**src/rtl/tff_ctrl_pkg.sv**
```systemverilog
// tff_ctrl_pkg: command encodings and FSM states shared by the T-bank controller.
package tff_ctrl_pkg;
    localparam logic [1:0] OP_HOLD   = 2'b00;
    localparam logic [1:0] OP_TOGGLE = 2'b01;
    localparam logic [1:0] OP_RIPPLE = 2'b10;
    localparam logic [1:0] OP_CLEAR  = 2'b11;

    typedef enum logic [1:0] {IDLE, RUN, DONE} state_t;
endpackage

```
**src/rtl/tff_cell.sv**
```systemverilog
// tff_cell: single T flip-flop with asynchronous active-high clear.
module tff_cell (
    input  logic clk,
    input  logic rst,
    input  logic t,
    output logic q
);
    always_ff @(posedge clk or posedge rst) begin
        if (rst) q <= 1'b0;
        else     q <= q ^ t;
    end
endmodule

```
**src/rtl/tff_bank_ctrl.sv**
```systemverilog
// tff_bank_ctrl: command sequencer that drives a bank of T cells through their toggle inputs only.
module tff_bank_ctrl
    import tff_ctrl_pkg::*;
#(
    parameter int WIDTH = 4,
    parameter int CNT_W = 8
) (
    input  logic             clk,
    input  logic             rst,
    input  logic             cmd_valid,
    output logic             cmd_ready,
    input  logic [1:0]       cmd_op,
    input  logic [WIDTH-1:0] cmd_mask,
    input  logic [CNT_W-1:0] cmd_count,
    output logic [WIDTH-1:0] t_out,
    output logic [WIDTH-1:0] q,
    output logic             busy,
    output logic             done
);
    state_t             state_q, state_d;
    logic [1:0]         op_q, op_d;
    logic [WIDTH-1:0]   mask_q, mask_d;
    logic [CNT_W-1:0]   rem_q, rem_d;
    logic [WIDTH-1:0]   carry;

    // Increment toggles: bit i flips when every lower bit is one.
    assign carry[0] = 1'b1;
    for (genvar k = 1; k < WIDTH; k++) begin : g_carry
        assign carry[k] = &q[k-1:0];
    end

    for (genvar i = 0; i < WIDTH; i++) begin : g_cell
        tff_cell u_cell (.clk(clk), .rst(rst), .t(t_out[i]), .q(q[i]));
    end

    always_ff @(posedge clk or posedge rst) begin
        if (rst) begin
            state_q <= IDLE;
            op_q    <= OP_HOLD;
            mask_q  <= '0;
            rem_q   <= '0;
        end else begin
            state_q <= state_d;
            op_q    <= op_d;
            mask_q  <= mask_d;
            rem_q   <= rem_d;
        end
    end

    always_comb begin
        state_d = state_q;
        op_d    = op_q;
        mask_d  = mask_q;
        rem_d   = rem_q;
        t_out   = '0;
        unique case (state_q)
            IDLE: if (cmd_valid) begin
                op_d    = cmd_op;
                mask_d  = cmd_mask;
                rem_d   = (cmd_op == OP_CLEAR) ? CNT_W'(1) : cmd_count;
                state_d = (cmd_op == OP_HOLD || (cmd_op != OP_CLEAR && cmd_count == '0)) ? DONE : RUN;
            end
            RUN: begin
                t_out   = (op_q == OP_TOGGLE) ? mask_q : (op_q == OP_RIPPLE) ? carry : q;
                rem_d   = rem_q - CNT_W'(1);
                state_d = (rem_q == CNT_W'(1)) ? DONE : RUN;
            end
            DONE:    state_d = IDLE;
            default: state_d = IDLE;
        endcase
    end

    assign cmd_ready = (state_q == IDLE);
    assign busy      = (state_q != IDLE);
    assign done      = (state_q == DONE);
endmodule
```
**config.mk**
```make
export PLATFORM = sky130hd
export DESIGN_NAME = tff_bank_ctrl
export DESIGN_NICKNAME = d
export VERILOG_FILES = /design/src/rtl/tff_ctrl_pkg.sv /design/src/rtl/tff_cell.sv /design/src/rtl/tff_bank_ctrl.sv
export SDC_FILE = /design/constraint.sdc
export NUM_CORES = 1
export LEC_CHECK = 0
export ABC_CLOCK_PERIOD_IN_PS = 4650
export BUFFER_PORTS_ARGS = -buffer_cell sky130_fd_sc_hd__buf_4
export CORE_UTILIZATION = 39
export CTS_CLUSTER_DIAMETER = 30
export DETAILED_ROUTE_END_ITERATION = 10
export GPL_TIMING_DRIVEN = 0
export PLACE_DENSITY = 0.72
export SLEW_MARGIN = 25
export SYNTH_ARGS = -nofsm -noshare
export SYNTH_HDL_FRONTEND = slang
export SYNTH_SLANG_ARGS = --single-unit
```
**constraint.sdc**
```tcl
create_clock -name clk -period 4.65 [get_ports clk]
set_input_delay 0.6975 -clock clk [delete_from_list [all_inputs] [get_ports clk]]
set_output_delay 0.6975 -clock clk [all_outputs]
set_load 0.02 [all_outputs]
```
# Yosys cells after proc, flatten, opt, wreduce, memory -nomap -nowiden
# Cells that the tools add are included.
# word_totals
inputBits,17
ff_bits,20
ramBits,0
n_memories,0
elab_cells,42
out_inout_bits,11
romBits,0
latchBits,0
# classes
n_mux,10
bitwise_logic,4
eq_ne,8
addsub,1
shift,0
order_cmp,0
n_reduce_logical,11
mul,0
div_mod_pow,0
# op_table
operator,count
8-bit two-way mux,2
8-bit one-hot mux with 2 select lines,1
4-bit two-way mux,3
8-bit by 1-bit == test with 1-bit output (second input constant),1
8-bit zero test,1
8-bit by 1-bit subtractor with 8-bit output (second input constant),1
2-bit == test (second input constant),3
2-bit two-way mux,3
2-bit AND reduction,3
2-bit by 1-bit == test with 1-bit output (second input constant),2
2-bit zero test,2
2-bit inequality test (second input constant),2
2-bit one-hot mux with 2 select lines,1
2-bit nonzero test,2
1-bit XOR,4
3-bit AND reduction,1
1-bit logical AND,1
1-bit logical OR,1

# Logic depth before layout (Yosys ltp)
# Gate-level depths: netlist of the first run.
# logic_depth
word_depth,6
mapped_depth,6
depth_no_buf,6

# Modules after synthesis
# Synthesis of the first run repeated with hierarchy kept, for this count alone.
# hier_totals
hier_cells,127
hier_area_um2,1206.2
# by_module_without_submodules
mod,cells_each,seq_area_each_um2,area_per_inst_um2,instances
tff_bank_ctrl,115,400.4,1056.0,1
tff_cell,3,25.0,37.5,4

# Worst setup path after synthesis of the first run
# No wires, ideal clock.
# synth_timing
path_type,register -> output
from,register op_q[0]
to,output port t_out[2]
arrival_ps,1328
slack_ps,2625
t_required_ps,3953
stages_incl_launch_ff,5
cell_sequence,dfrtp_1 clkbuf_1 maj3_1 o221a_2 buf_4
# synth_via
elab_chain_len,4
elab_cells_between_ends,5
# synth_rtl
item,line,rtl
start: declaration,tff_bank_ctrl.sv:21,"logic [1:0] op_q, op_d;"
start signal: assignment,tff_bank_ctrl.sv:44,op_q <= op_d;
2-bit == test,tff_bank_ctrl.sv:64,t_out = (op_q == OP_TOGGLE) ? mask_q : (op_q == OP_RIPPLE) ? carry : q;
4-bit two-way mux,tff_bank_ctrl.sv:64,
4-bit two-way mux (*),tff_bank_ctrl.sv:64,
4-bit two-way mux (*),tff_bank_ctrl.sv:56,unique case (state_q)
end: declaration,tff_bank_ctrl.sv:15,"output logic [WIDTH-1:0] t_out,"
# Mark *: on every way between the ends. The rest lies on a longest branch, timed or not.

# Final worst setup path of the first run
# Same ends and word-level chain as after synthesis.

==> results of run 1 <==
[worst paths after layout]
path                       startpoint         end  slack [ns]
setup reg to reg             rem_q[4]  state_q[0]        3.17
hold / removal                    rst   mask_q[2]        0.51
max in group asynchronous         rst   mask_q[0]        3.67
min in group clk            mask_q[1]   mask_q[1]        0.54
setup / recovery              op_q[0]    t_out[2]        2.05
hold reg to reg             mask_q[1]   mask_q[1]        0.54
[through the flow]
stage | worst slack, ns | hold slack, ns
final | 2.05 | 0.514
after CTS | 2.05 | 0.546
after global routing | 1.95 | 0.549
after global placement | 2.44 | 0.498
after floorplan | 2.62 | 0.479
after detailed placement | 2.40 | 0.518
[Yosys cell counts (3+ instances only)]
| cell type | instances |
|---|---|
| nand2_1 | 9 |
| nor2b_1 | 4 |
| o21ai_0 | 8 |
| mux2i_1 | 3 |
| dfrtp_1 | 20 |
| a211oi_1 | 3 |
| a22oi_1 | 3 |
| nand3_1 | 3 |
| inv_1 | 5 |
| a21oi_1 | 11 |
| buf_4 | 9 |
| nor2_1 | 9 |
| mux2_2 | 6 |
[power groups by stage]
stage | clock [uW] | sequential [uW] | combinational [uW]
after floorplan | 0 | 322 | 501
after global placement | 0 | 340 | 641
after detailed placement | 0 | 347 | 658
after CTS | 106 | 344 | 659
after global routing | 115 | 356 | 719
final | 103 | 344 | 654
[cell type report]
| class | instances | area (um^2) |
|---|---|---|
| clock buffer | 4 | 36.3 |
| sequential | 20 | 500 |
| tap | 44 | 55.1 |
| inverter | 5 | 18.8 |
| multi-input combinational | 99 | 713 |
| buffer | 13 | 98.8 |
| fill | 311 | 1530 |
| timing repair buffer | 27 | 203 |
[flip-flops by register name, indices dropped and copies added (netlist names)]
name,count
g_cell.u_cell.q,4
mask_q,4
op_q,2
rem_q,8
state_q,2
[logic make-up (layout without fill, tap and decap cells)]
| family | after synthesis | in the layout |
|---|---|---|
| XOR/XNOR | 1 | 1 |
| AO/OA/AOI/OAI | 41 | 41 |
| flip-flops | 20 | 20 |
| buffers and inverters | 18 | 49 |
| adder cells (fa/ha/maj) | 4 | 4 |
| AND/OR/NAND/NOR | 43 | 43 |
| multiplexers | 10 | 10 |
[layer usage]
| metal | vias up | share of wire (%) | routed length [um] | track usage (%) |
|---|---|---|---|---|
| met2 | 26 | 51 | 1470 | 30.3 |
| met1 | 551 | 44 | 1270 | 22.4 |
| met3 | 5 | 3.2 | 92 | 2.56 |
| met4 | 0 | 1.2 | 34 | 7.14 |
| li1 | 559 | - | - | - |
| met5 | - | 0 | 0 | 0 |
[worst max-delay path, stage by stage (launching register included)]
cell	delay, ns
dfrtp_1	0.42
clkbuf_1	0.23
maj3_1	0.41
o221a_2	0.27
buf_4	0.12
buf_4	0.14
==> results.ini, run 1 <==
[pwr]
ir_worst_vdd_mv=0.258
power_switching_uw=472
power_uw=1100
p_comb_share_pct=59.4
p_per_area_nw_per_um2=678
seqPwrFrac_pct=31.3
sw_frac_of_total_pct=42.9
intPower_uw=629
p_leak_uw=0.000726
clkPwrFrac_pct=9.4

[timing]
grt_setup_unrepaired=false
period_needed_ns=2.60
slew_headroom_pct=49.8
tns_ns=0
fin_skew_ns=0.00557
slew_viol_final=0
finalHoldViolCount=0
worst_slew_pin_slew_ns=0.752
period_share_pct=55.9
setup_violations=0
max_freq_mhz=384

[die]
rows=20
ioPinCount=28
fp.dieW_um=60.4
initial_core_util_pct=42.2
die_h_um=60.4
core_area_um2=3150
die-area_um2=3650

[setup_path]
required_ns=3.95
worstSetupPathType=reg -> out
cp-start-kind=flip-flop
worstRegToRegCells=4
cp-end-kind=output port
worstPathArrival_ns=1.90
crit_fanout=10

[route]
wl_per_cell_um=13.5
vias_per_cell=5.38
ant_nets=0
drtPass1Iterations=4
routed_wl_um=2870
routed-via-count=1141
route.detailed.drc=0
drt_iter0_markers=53

[layout]
final_area_um2=1630
instances_no_fill=212
finish.net_count=188
final_core_util_pct=51.5
syn_to_final_growth_pct=22.1
drive_gt1_share_pct=36.9
final_cell_mix=buf_4, dfrtp_1, a21oi_1
antenna_cells=0
layout_commonest_cell=buf_4

[worst_hold_path]
hold_class=in -> async

[synth]
yosys_warnings=0
synth_cell_types=49
synth-adder-area-share_pct=3.48
synth_compound_area_share_pct=21.1
synth_edf_count=0
synth_top_area_cell=dfrtp_1
synth_mux_area_share_pct=8.18
synth_xor_area_share_pct=0.658
ys_seq_area_share_pct=37.6
yosys.area_share.simple_pct=20.2
synth_top_area_share_pct=37.6
netlist_instances=137
netlist_area_um2=1330
ys.flop_type=dfrtp_1
async_flop_share_pct=100
ys_seq_elements=20
synth_top_family_by_area=compound AO/OA/AOI/OAI gates
syn_area_per_cell_um2=9.72
synth_fp_nets=156
ys_top_cells_by_area=dfrtp_1, buf_4, mux2_2

[clock_tree]
numCtsBuffers=3
hold_buffers=0
cts_resized=0
clk_latency_ns=0.31
cts_tree=done
clk_pin_slew_ns=0.12
clk_path_buf_depth=2
cts_setup_buffers=0
clkSinkCount=20
cts_max_level=1
cts-root-buf=clkbuf_4

[placement]
dpl_cell_area_um2=1590
port_buffers=27
placed_cells=208
dp_hpwl_um=2270
routabilityCongestion=0.907

[run]
drv_cap=0

[global_routing]
grt_pass1_vias=1108
grt_max_degree=21
grt_pass1_wl_um=4810
grtUsageTotal_pct=17.7
grt_antenna_before_repair=0
grt-ovfl-total=0

[status]
status=complete, no violations

No activity file was read; power rests on OpenSTA's default activity.
==> run 2: changes to the inputs <==
--- a/config.mk
+++ b/config.mk
@@ -5,7 +5,8 @@
 export SDC_FILE = /design/constraint.sdc
 export NUM_CORES = 1
 export LEC_CHECK = 0
-export ABC_CLOCK_PERIOD_IN_PS = 4650
+export ABC_AREA = 1
+export ABC_CLOCK_PERIOD_IN_PS = 2600
 export BUFFER_PORTS_ARGS = -buffer_cell sky130_fd_sc_hd__buf_4
 export CORE_UTILIZATION = 39
 export CTS_CLUSTER_DIAMETER = 30
==> constraint.sdc (replaced) <==
create_clock -name clk -period 2.6 [get_ports clk]
set_input_delay 0.39 -clock clk [delete_from_list [all_inputs] [get_ports clk]]
set_output_delay 0.39 -clock clk [all_outputs]
set_load 0.02 [all_outputs]
==> run 2 against run 1 <==
Compared with the run above:
- register-to-register slack got worse by 1.8 ns
- sequential power increased by 77%
- utilization decreased by 2.1 points
- synthesized cell count increased by 39%
- routed wire length increased by 0.84%
- clock skew increased by 0.0072 ns
- highest routed layer unchanged
- area after synthesis increased by 2.8%
- critical path depth increased by 4
- largest power group unchanged
- final cell count increased by 26%
- non-clock buffer count decreased by 2
==> results.ini, run 2 <==
[clock_tree]
cts_resized=0  ; unchanged
numCtsBuffers=3  ; unchanged
cts-root-buf=clkbuf_4
clk_path_buf_depth=2  ; unchanged
clk_pin_slew_ns=0.12  ; about the same
clkSinkCount=20  ; unchanged
clk_latency_ns=0.31  ; about the same
cts_setup_buffers=0  ; unchanged
cts_tree=done
hold_buffers=0  ; unchanged
cts_max_level=1  ; unchanged

[route]
route.detailed.drc=0  ; unchanged
routed_wl_um=2900  ; +0.84%
ant_nets=0  ; unchanged
vias_per_cell=4.63  ; -14%
wl_per_cell_um=10.8  ; -20%
drt_iter0_markers=81  ; +53%
drtPass1Iterations=4  ; unchanged
routed-via-count=1237  ; +8.4%

[placement]
routabilityCongestion=0.859  ; -5.3%
port_buffers=27  ; unchanged
dp_hpwl_um=2260  ; -0.64%

[run]
drv_cap=0  ; unchanged

[synth]
synth_edf_count=0  ; unchanged
synth_common_cells=nand2_1, inv_1, dfrtp_1, nor2_1
ys_top_cells_by_area=dfrtp_1, nand2_1, inv_1
netlist_area_um2=1370  ; +2.8%
yosys_warnings=0  ; unchanged
yosysMostFrequentCell=nand2_1
syn_area_per_cell_um2=7.17  ; -26%
synth_top_area_cell=dfrtp_1
ys_seq_area_share_pct=36.6  ; -1.0 points
async_flop_share_pct=100  ; unchanged
ys.flop_type=dfrtp_1
synth_fp_nets=210  ; +35%
ys_seq_elements=20  ; unchanged
synth_cell_types=27  ; -45%
synth_top_area_share_pct=36.6  ; -1.0 points
netlist_instances=191  ; +39%

[setup_path]
crit_fanout=4  ; -6
r2r_end=rem_q[4]
required_ns=2.21  ; -1.74 ns
cp-start-kind=flip-flop
r2r_start=rem_q[0]
slowest_stage=dfrtp_1
slowest_delay_ns=0.43  ; about the same
cp-end-kind=output port
cp_num_buf_inv=4  ; +1
worstRegToRegCells=7  ; +3
path_cells=inv_2, nor2_1, nor2_2, nand2_1, nand3_2, nand2_1, inv_1, buf_4, buf_4
rrSetupSlack_ns=1.35  ; -1.82 ns
worstSetupPathType=reg -> out
worstPathArrival_ns=1.54  ; -0.36 ns
crit_family=simple AND/OR/NAND/NOR gates

[pwr]
ir_worst_vdd_mv=0.573  ; +120%
p_leak_uw=0.000908  ; +25%
p_per_area_nw_per_um2=1240  ; +83%
power_uw=2050  ; +86%

[layout]
top_register=rem_q
layout_commonest_cell=nand2_1
drive_gt1_share_pct=28.1  ; -8.9 points
syn_to_final_growth_pct=20.7
largest_reg_flops=8  ; unchanged
finish.net_count=242  ; +29%
nFillCells=357  ; +15%
top_regs=rem_q x8, g_cell.u_cell.q x4, mask_q x4
antenna_cells=0  ; unchanged
final_cell_mix=nand2_1, buf_4, inv_1

[timing]
slew_headroom_pct=47.5  ; -2.3 points
period_needed_ns=1.93
worst_slew_pin_slew_ns=0.786  ; +0.0342 ns
setup_violations=0  ; unchanged
finalHoldViolCount=0  ; unchanged
slew_viol_final=0  ; unchanged
fin_skew_ns=0.0128  ; +0.00723 ns
grt_setup_unrepaired=false
period_share_pct=74.4
max_freq_mhz=517
hold_ws_ns=0.205  ; -0.309 ns
tns_ns=0  ; unchanged

[status]
status=complete, no violations

[worst_hold_path]
hold_class=in -> async

[die]
die-area_um2=3750  ; +2.7%
initial_core_util_pct=41.0  ; -1.2 points
core_area_um2=3340  ; +5.8%
ioPinCount=28  ; unchanged
fp.dieW_um=61.2  ; +1.4%
die_h_um=61.2  ; +1.4%
rows=21  ; +5.0%

[global_routing]
grtUsageTotal_pct=17.7  ; +0.036 points
grt_antenna_before_repair=0  ; unchanged
grt-ovfl-total=0  ; unchanged
grt_pass1_wl_um=4860  ; +1.0%
grt_max_degree=21  ; unchanged
grt_pass1_vias=1103  ; -0.45%

[run 2: cell families after synthesis]
group / Yosys count / share of synthesized area [%]
and+or+nand+nor: 105 / 35.3
buffers and inverters: 37 / 13.8
AOI/OAI and AO/OA: 26 / 11.9
xor gates and xnor gates: 1 / 0.640
DFF: 20 / 36.6
adders and majority gates: 2 / 1.83
[run 2: how the worst max path moves through the flow]
stage          startpoint        to  depth (start not counted)
3_5_place_dp      op_q[1]  t_out[1]                          9
6_report          op_q[1]  t_out[3]                          9
4_1_cts           op_q[1]  t_out[1]                          9
2_1_floorplan     op_q[1]  t_out[1]                          8
3_3_place_gp      op_q[1]  t_out[3]                          8
5_1_grt           op_q[1]  t_out[3]                          9
[run 2: layer usage]
metal / GRT usage [%] / vias up / wire length [um]
met5: 0 / - / 0
met4: 5.84 / 0 / 53
met3: 1.89 / 7 / 90
met2: 29.0 / 30 / 1320
met1: 24.3 / 548 / 1430
li1: - / 652 / -
[run 2: through the flow]
| step | util [%] | setup WS [ns] | instances | cell area (um^2) |
|---|---|---|---|---|
| floorplan | - | 1.16 | 191 | 1370 |
| global placement | 48.8 | 1.00 | 264 | 1630 |
| detailed placement | 48.8 | 1.00 | 264 | 1630 |
| CTS | 49.5 | 0.657 | 267 | 1650 |
| global route | 49.5 | 0.507 | 267 | 1650 |
| finish | 49.5 | 0.666 | 267 | 1650 |
[run 2: final cells by class]
type                            instances  area, um^2  share of cell area (%)
Multi-Input combinational cell        134         679                    41.1
Tap cell                               46        57.6                    3.48
Clock buffer                            3        22.5                    1.36
Inverter                               26        98.8                    5.98
Sequential cell                        20         500                    30.3
Timing Repair Buffer                   27         203                    12.3
Buffer                                 11        90.1                    5.45
[run 2: power breakdown]
group	internal [uW]	total [uW]	switching [uW]
logic	545	1290	744
clock network	54.2	154	100
registers	466	609	143
total	1070	2050	988
==> run 3: changes to the inputs <==
--- a/config.mk
+++ b/config.mk
@@ -5,14 +5,14 @@
 export SDC_FILE = /design/constraint.sdc
 export NUM_CORES = 1
 export LEC_CHECK = 0
-export ABC_AREA = 1
-export ABC_CLOCK_PERIOD_IN_PS = 2600
+export ABC_AREA = 0
+export ABC_CLOCK_PERIOD_IN_PS = 1600
 export BUFFER_PORTS_ARGS = -buffer_cell sky130_fd_sc_hd__buf_4
 export CORE_UTILIZATION = 39
 export CTS_CLUSTER_DIAMETER = 30
 export DETAILED_ROUTE_END_ITERATION = 10
 export GPL_TIMING_DRIVEN = 0
-export PLACE_DENSITY = 0.72
+export PLACE_DENSITY = 0.75
 export SLEW_MARGIN = 25
 export SYNTH_ARGS = -nofsm -noshare
 export SYNTH_HDL_FRONTEND = slang
==> constraint.sdc (replaced) <==
create_clock -name clk -period 1.6 [get_ports clk]
set_input_delay 0.24 -clock clk [delete_from_list [all_inputs] [get_ports clk]]
set_output_delay 0.24 -clock clk [all_outputs]
set_load 0.02 [all_outputs]
==> run 3 against run 2 <==
Compared with the run above:
- the run now ends with setup timing left
- die area is 2.7% lower
- final cell count is 16% lower
- first-iteration DRC count is 44% lower
- hold slack worse by 0.14 ns
- sequential share of layout area is 2.4 points lower
- register-to-register slack worse by 1.2 ns
- largest power group unchanged
==> results.ini, run 3 (synthesis results as in run 1) <==
[setup_path]
worstSetupPathType=reg -> out
r2r_end=g_cell[3].u_cell.q
cp-start-kind=flip-flop
cpMostUsedCell=buf_4
slowest_stage=dfrtp_1
cp_num_cells=6  ; -3
slowest_delay_ns=0.42  ; about the same
startpoint=op_q[0]
cp_num_buf_inv=4  ; unchanged
crit_fanout=9  ; +5
critical_path.endpoint=t_out[0]
worstRegToRegCells=6  ; -1
worstPathArrival_ns=1.66  ; +0.12 ns
crit_family=buffers and inverters
required_ns=1.36  ; -0.85 ns
path_cells=clkbuf_8, buf_4, nor3_2, a211oi_1, buf_4, buf_4
cp-end-kind=output port
rrSetupSlack_ns=0.11  ; -1.24 ns
r2r_start=op_q[0]

[global_routing]
grt_pass1_vias=1173  ; +6.3%
grt_max_degree=21  ; unchanged
grtUsageTotal_pct=20.2  ; +2.5 points
grt_antenna_before_repair=0  ; unchanged
grt-ovfl-total=0  ; unchanged
grt_pass1_wl_um=5390  ; +11%

[timing]
worst_slew_pin_slew_ns=0.793  ; +0.00615 ns
slew_viol_final=0  ; unchanged
period_needed_ns=1.90
slew_headroom_pct=47.1  ; -0.41 points
finalHoldViolCount=0  ; unchanged
grt_setup_unrepaired=true
tns_ns=-0.914  ; -0.914 ns
max_freq_mhz=526
setup_violations=4  ; +4
finalWorstSetupSlack_ns=-0.302  ; -0.968 ns
period_share_pct=119
fin_skew_ns=0.00886  ; -0.00394 ns

[pwr]
power_switching_uw=1570  ; +59%
p_leak_uw=0.000809  ; -11%
p_comb_share_pct=63.7  ; +0.9 points
sw_frac_of_total_pct=42.9  ; -5.3 points
ir_worst_vdd_mv=0.748  ; +30%
intPower_uw=2090  ; +96%
seqPwrFrac_pct=27.9  ; -1.8 points
p_per_area_nw_per_um2=2020  ; +63%
power_uw=3650  ; +78%
clkPwrFrac_pct=8.3  ; +0.8 points

[placement]
dp_hpwl_um=2220  ; -1.7%
port_buffers=27  ; unchanged
routabilityCongestion=0.907  ; +5.6%
dp_slack_ns=-0.182  ; -1.18 ns
dpl_cell_area_um2=1590  ; -2.5%

[clock_tree]
clk_path_buf_depth=2  ; unchanged
cts_tree=done
numCtsBuffers=3  ; unchanged
cts-root-buf=clkbuf_4
clk_pin_slew_ns=0.12  ; about the same
cts_max_level=1  ; unchanged
clkSinkCount=20  ; unchanged
clk_latency_ns=0.31  ; about the same

[layout]
largest_reg_flops=8  ; unchanged
syn_to_final_growth_pct=35.6
top_register=rem_q
layout_commonest_cell=buf_4
finish.net_count=200  ; -17%
drive_gt1_share_pct=47.8  ; +20 points
antenna_cells=0  ; unchanged
final_cell_mix=buf_4, dfrtp_1, a21oi_1
top_regs=rem_q x8, g_cell.u_cell.q x4, mask_q x4
final_area_um2=1810  ; +9.3%

[die]
fp.dieW_um=60.4  ; -1.3%
ioPinCount=28  ; unchanged
die_h_um=60.4  ; -1.3%
initial_core_util_pct=42.2  ; +1.2 points
die-area_um2=3650  ; -2.7%
core_area_um2=3150  ; -5.5%
rows=20  ; -4.8%

[route]
drtPass1Iterations=4  ; unchanged
route.detailed.drc=0  ; unchanged
vias_per_cell=5.44  ; +17%
drt_iter0_markers=45  ; -44%
wl_met1_um=1430  ; -0.35%
routed_wl_um=3400  ; +18%
route.met3.wl_um=101  ; +12%
routed-via-count=1218  ; -1.5%
ant_nets=0  ; unchanged
routed.top_layer=met4
wl_met2_um=1840  ; +39%
wl_per_cell_um=15.2  ; +40%

[status]
status=finished with violations
violations=setup timing

[worst_hold_path]
hold_class=in -> async

[run]
drv_cap=0  ; unchanged

run 3: cell count changes in the layout (fill, tap and decap cells not counted), sizes merged, moves of 5 or more:
cell,previous run,this run
nand2,70,10
nor2b,0,5
nand3,11,3
buf,38,51
inv,25,5
o21ai,16,8
a21oi,6,12
mux2,0,7
nor2,18,10
run 3: area by class of cell:
class,count,area (um^2)
flip-flops and latches,20,503
well taps,44,55.1
fillers,290,1350
plain buffers,10,96.3
inverters,5,21.3
multi-input cells,99,763
repair buffers,42,330
clock buffers,4,36.3
run 3: layer usage:
metal  up-vias  track usage (%)
met5         -                0
met4         0             7.47
met3         4             3.20
met2        38             36.6
met1       593             24.1
li1        583                -
run 3: worst min-delay path by stage:
stage / startpoint / endpoint / slack, ns
floorplan: rst / g_cell[0].u_cell.q / 0.20
global placement: rst / mask_q[0] / 0.43
detailed placement: rst / mask_q[3] / 0.44
CTS: rst / mask_q[3] / 0.09
global route: rst / mask_q[3] / 0.12
finish: rst / op_q[0] / 0.07
run 3: repair_timing:
item	4_1_cts	5_1_grt
endpoints found under the hold margin	0	0
buffers inserted	11	5
resized for setup	20	6
gates cloned	0	0
hold buffers	0	0
endpoints found under the setup margin	4	5
pin swaps	4	5
run 3: power by group through the flow:
stage,Sequential (uW),Clock [uW],Combinational (uW)
2_1_floorplan,937,0,1460
3_3_place_gp,991,0,1850
3_5_place_dp,1010,0,1910
4_1_cts,991,308,2180
5_1_grt,1050,340,2520
6_report,1020,304,2330
run 3: stage by stage:
step                utilization (%)  cells  hold WS, ns
CTS                            55.5    220       0.0925
detailed placement             50.4    208        0.436
floorplan                         -    137        0.204
global placement               50.4    208        0.430
finish                         57.3    224       0.0683
global route                   57.3    224        0.121
